`src/rtl/pdm_cic_decimator.sv`:
```
// PDM-to-PCM first decimation stage: ORDER-stage Hogenauer CIC, decimate by RATE.
// Emits an unsigned sample with a one-clk valid strobe and a clk/RATE square wave.
module pdm_cic_decimator #(
    parameter  int ORDER = 4,
    parameter  int RATE  = 16,
    localparam int OUT_W = ORDER * $clog2(RATE) + 1
) (
    input  logic             clk,
    input  logic             rst,
    input  logic             x_in,
    output logic [OUT_W-1:0] y_out,
    output logic             y_valid,
    output logic             clkdiv
);

    localparam int CNT_W = $clog2(RATE);

    logic [CNT_W-1:0] phase_reg;
    logic             strobe;
    logic             half_point;

    logic [OUT_W-1:0] integ_reg    [ORDER];
    logic [OUT_W-1:0] integ_next   [ORDER];
    logic [OUT_W-1:0] comb_dly_reg [ORDER];
    logic [OUT_W-1:0] comb_in      [ORDER];
    logic [OUT_W-1:0] comb_out;

    logic [OUT_W-1:0] y_out_reg;
    logic             y_valid_reg;
    logic             clkdiv_reg;

    assign strobe     = (phase_reg == CNT_W'(RATE - 1));
    assign half_point = (phase_reg == CNT_W'(RATE / 2 - 1));

    // Integrator chain: each stage accumulates the previous stage's registered value,
    // modulo 2^OUT_W; the final comb difference recovers the exact result.
    genvar gi;
    generate
        for (gi = 0; gi < ORDER; gi++) begin : g_integ
            if (gi == 0) begin : g_first
                assign integ_next[gi] = integ_reg[gi] + OUT_W'(x_in);
            end else begin : g_rest
                assign integ_next[gi] = integ_reg[gi] + integ_reg[gi-1];
            end
        end
    endgenerate

    // Comb chain evaluated combinationally within the strobe cycle (M=1).
    generate
        for (gi = 0; gi < ORDER; gi++) begin : g_comb
            logic [OUT_W-1:0] c_in;
            logic [OUT_W-1:0] c_out;
            if (gi == 0) begin : g_src
                assign c_in = integ_reg[ORDER-1];
            end else begin : g_link
                assign c_in = g_comb[gi-1].c_out;
            end
            assign c_out       = c_in - comb_dly_reg[gi];
            assign comb_in[gi] = c_in;
        end
    endgenerate

    assign comb_out = g_comb[ORDER-1].c_out;

    always_ff @(posedge clk) begin
        if (rst) begin
            phase_reg   <= '0;
            y_out_reg   <= '0;
            y_valid_reg <= 1'b0;
            clkdiv_reg  <= 1'b0;
            for (int k = 0; k < ORDER; k++) begin
                integ_reg[k]    <= '0;
                comb_dly_reg[k] <= '0;
            end
        end else begin
            phase_reg   <= phase_reg + CNT_W'(1);
            y_valid_reg <= strobe;
            for (int k = 0; k < ORDER; k++) begin
                integ_reg[k] <= integ_next[k];
            end
            if (strobe) begin
                y_out_reg <= comb_out;
                for (int k = 0; k < ORDER; k++) begin
                    comb_dly_reg[k] <= comb_in[k];
                end
            end
            if (strobe || half_point) begin
                clkdiv_reg <= ~clkdiv_reg;
            end
        end
    end

    assign y_out   = y_out_reg;
    assign y_valid = y_valid_reg;
    assign clkdiv  = clkdiv_reg;

endmodule

```
`config.mk`:
```
export PLATFORM = sky130hd
export DESIGN_NAME = pdm_cic_decimator
export DESIGN_NICKNAME = d
export VERILOG_FILES = /design/src/rtl/pdm_cic_decimator.sv
export SDC_FILE = /design/constraint.sdc
export NUM_CORES = 1
export LEC_CHECK = 0
export BUFFER_PORTS_ARGS = -buffer_cell sky130_fd_sc_hd__buf_2
export CORE_AREA = 4 4 167 186
export DETAILED_ROUTE_END_ITERATION = 8
export DIE_AREA = 0 0 171 190
export PLACE_DENSITY = 0.5
export SYNTH_ARGS = -nofsm -noshare
export SYNTH_HDL_FRONTEND = slang
export SYNTH_SLANG_ARGS = --single-unit
export TNS_END_PERCENT = 1
```
`constraint.sdc`:
```
create_clock -name clk -period 6.9 [get_ports clk]
set_input_delay 1.38 -clock clk [delete_from_list [all_inputs] [get_ports clk]]
set_output_delay 1.38 -clock clk [all_outputs]
set_load 0.005 [all_outputs]
```
## After elaboration in Yosys (flattened, before gate mapping)

Memory sizes are Yosys's and may differ from the RTL's.
Cells that the tools add are included.

- Register bits: 23
- Bits in writable memories: 136
- Input port bits: 3
- Output and inout bits: 19
- Logic and storage cells: 41
- Memories kept: 2

Memories:

| memory | depth | bits a word | read ports | clocked after memory_dff | wr ports | RTL line | source |
|---|---|---|---|---|---|---|---|
| comb_dly_reg | 4 | 17 | 4 | 0 | 4 | 24 | `logic [OUT_W-1:0] comb_dly_reg [ORDER];` |
| integ_reg | 4 | 17 | 4 | 0 | 4 | 22 | `logic [OUT_W-1:0] integ_reg [ORDER];` |

- Add/subtract/negate cells: 9
- Equal/unequal tests: 2
- Multiplexer cells: 14
- Bitwise gates (word level): 9
- Reductions and logical operators: 1

Operators with widths:

| cell | number |
|---|---|
| two-way mux 17 bit | 8 |
| subtractor 17 bit | 4 |
| adder 17 bit | 3 |
| adder 17 x 1 -> 17 bit | 1 |
| OR 1 bit | 8 |
| two-way mux 1 bit | 6 |
| adder 4 x 1 -> 4 bit (second input constant) | 1 |
| == test 4 x 3 -> 1 bit (second input constant) | 1 |
| == test 4 bit (second input constant) | 1 |
| logical OR 1 bit | 1 |
| inverter 1 bit | 1 |

## Depth between registers and ports, before layout

- Depth in word-level cells: 5
- Mapped depth: 31
- Depth with buffers taken out: 31

## Worst setup path before layout

Ideal clock, no wire load.

- Kind: reg-to-reg
- From: memory integ_reg[3][0] (netlist bit)
- To: register y_out_reg[15] (netlist: y_out[15])
- Setup time: 117 ps
- Arrival time: 5420 ps
- Data required time: 6783 ps
- Path slack: 1363 ps
- Stages on the path, launching flop included: 28
- Path buffers: 0
- Period minus slack after synthesis: 5537 ps
- Cell sequence: dfxtp_1 inv_1 ha_1 fa_1 inv_1 ha_1 nor2b_1 o21ai_0 a21oi_1 o21ai_0 a21oi_1 o21ai_0 a21oi_1 o21ai_0 and3_1 nor2_1 ha_1 nand3_1 o31ai_1 nor2_2 xnor2_1 ha_1 or3_1 a211oi_1 nor3_1 o31a_1 or3_1 a32o_1

RTL lines:

| element | RTL line | source |
|---|---|---|
| start: declaration | 22 |  |
| end signal: assignment | 82 | `y_out_reg <= comb_out;` |
| end: declaration | 28 | `logic [OUT_W-1:0] y_out_reg;` |

==> flow_summary.json <==
{
  "drc": 0,
  "grt_max_degree": 82,
  "track_usage_pct": 11.34,
  "drv_slew": 0,
  "syn_nets": 1230,
  "cellLeakagePower_nw": 4.909,
  "rsz0062_at_grt": "no",
  "fin_skew_ns": 0.01406,
  "worstHoldStart": "y_out[10]",
  "rr_startpoint": "integ_reg[3][0]",
  "wl_um": 17230,
  "ys_types": 63,
  "period_minus_slack_ns": 6.155,
  "worst_hold_path_type": "reg2reg",
  "synth_top_area_cell": "edfxtp_1",
  "yosys_warnings": 0,
  "clk-insertion-delay-late_ns": 0.43,
  "cts_tree": "done",
  "hpwl_um": 12850,
  "synth_top_family_by_area": "simple AND/OR/NAND/NOR gates",
  "grt_pass1_wl_um": 30750,
  "io_buffers": 21,
  "ys_seq_area_share_pct": 38.24,
  "crit_arrival_ns": 6.48,
  "netlist_area_um2": 10100,
  "routedWlPerCell_um": 11.37,
  "avgSynthCellArea_um2": 9.143,
  "yosys.area_share.simple_pct": 17.62,
  "critPathMaxStageDelay_ns": 0.50,
  "worstSetupStartpoint": "integ_reg[3][0]",
  "fin_nets": 1254,
  "netlist.area_leader.share_pct": 20.21,
  "worstMarginPinSlew_ns": 0.8592,
  "synth_mux_area_share_pct": 0.2105,
  "numCtsBuffers": 17,
  "path_buf_inv": 2,
  "io_pins": 22,
  "start_kind": "flip-flop",
  "cts_sinks": 159,
  "max_cap_viol_count": 0,
  "layout_commonest_cell": "inv_1",
  "r2r_slack_ns": 0.75,
  "drt_iter0_drc": 184,
  "synth-async-reset-ratio_pct": 0,
  "slew_headroom_pct": 42.72,
  "die_w_um": 171,
  "fmax_mhz": 162.5,
  "die_h_um": 190,
  "slowest_stage": "fa_1",
  "synth_cells": 1105,
  "cts_hold_buf": 0,
  "synth_edf_count": 68,
  "core_area_um2": 29230,
  "overflow": 0,
  "clkSlewWorstSetupHoldPaths_ns": 0.07,
  "start_util_pct": 34.56,
  "synth_area_leaders": "edfxtp_1, dfxtp_1, ha_1, inv_1, xnor2_1",
  "status": "completed",
  "drive_gt1_share_pct": 6.310,
  "root_buffer": "clkbuf_16",
  "worstPathMaxFanout": 4,
  "vias": 7178,
  "holdWs_ns": 0.4437,
  "routed_via_density": 4.738,
  "antenna_found_initial": 0,
  "cp-end-kind": "flip-flop",
  "ys_seq_elements": 159,
  "crit_type": "reg2reg",
  "critical_path.top_delay_family": "compound AO/OA/AOI/OAI gates",
  "gp_congestion": 0.7323,
  "die_area_um2": 32490,
  "diodes": 0,
  "finalHoldViolCount": 0,
  "htreeDepth": 4,
  "layout_common_cells": "inv_1, ha_1, nor2_1",
  "finalSetupTns_ns": 0,
  "synth-compound-area-share_pct": 14.43,
  "power.total_mw": 3.219,
  "antenna_left": 0,
  "rows": 66,
  "cp_data_required_time_ns": 7.22,
  "grt_pass1_vias": 7110,
  "peakVddDrop_mv": 0.1165,
  "cts_buffer_depth": 2,
  "synthAdderAreaFrac_pct": 15.63,
  "synthToLayoutAreaGrowth_pct": 10.98,
  "synthFlopType": "dfxtp_1",
  "fin_crit_sh_pct": 89.20,
  "synth_xor_area_share_pct": 8.520,
  "drt_pre_antenna_iters": 4,
  "setup_viol": 0,
  "cts_setup_buffers": 0,
  "cts-resized-gates": 0,
  "p_per_area_nw_per_um2": 287.1
}
-- stage by stage --
stage | util [%] | std cells | setup slack [ns] | instance area (um^2)
after global routing | 38.36 | 1515 | 0.1056 | 11210
after detailed placement | 36.39 | 1484 | 0.7574 | 10640
after CTS | 38.36 | 1515 | 0.7189 | 11210
final | 38.36 | 1515 | 0.7450 | 11210
after floorplan | - | 1105 | 1.363 | 10100
after global placement | 36.39 | 1484 | 0.8240 | 10640
-- synthesized netlist by cell type (all sizes together), types with 9 or more instances --
master and count:
a21boi 9, a21o 14, a21oi 60, a31oi 13
and2 62, and3 15, clkbuf 19, dfxtp 91
edfxtp 68, ha 115, inv 121, nand2 49
nand3 29, nor2 103, nor2b 23, nor3 31
o21ai 68, o21bai 10, or3 13, xnor2 47
xor2 46
-- cells by family (layout without fill, tap and decap cells) --
family          after synthesis  in the layout
simple gates                355            355
mux                           2              2
compound gates              229            229
xor+xnor                     95             95
buf+inv                     143            179
flops                       159            159
fa+ha+maj                   122            122
-- path summary, 6_finish.rpt --
kind                            depth (start not counted)         to
worst min-delay path                                    2  y_out[10]
worst min register to register                          2  y_out[10]
worst max register to register                         29  y_out[16]
worst max-delay path                                   29  y_out[16]
-- tightest hold or removal path, cell delays in order, from the launching register on --
cell and delay [ns]:
dfxtp_1 0.32, nand2_1 0.04, o21ai_0 0.05
-- final cells by class --
| cell class | count | area, um^2 |
|---|---|---|
| clock inverter | 13 | 125.1 |
| clock buffer | 18 | 450.4 |
| timing repair buffer | 26 | 142.6 |
| fill | 3009 | 18020 |
| sequential | 159 | 3864 |
| multi-input combinational | 803 | 5705 |
| inverter | 122 | 457.9 |
| tap | 374 | 467.9 |
-- per-layer routing --
layer	wire length [um]	share of wire [%]	GRT usage (%)	vias to the layer above
met3	319	1.9	2.203	18
met4	230	1.3	3.627	0
met1	7773	45	12.63	3228
li1	-	-	-	3890
met2	8906	52	21.43	42
met5	0	0	0	-
-- where the power goes --
part           switching (mW)  leakage (nW)  internal (mW)
combinational           0.696          3.19          0.557
clock                   0.407         0.286          0.524
sequential             0.0221          1.44           1.01
total                    1.12          4.91           2.09
(Power assumes the default switching activity.)
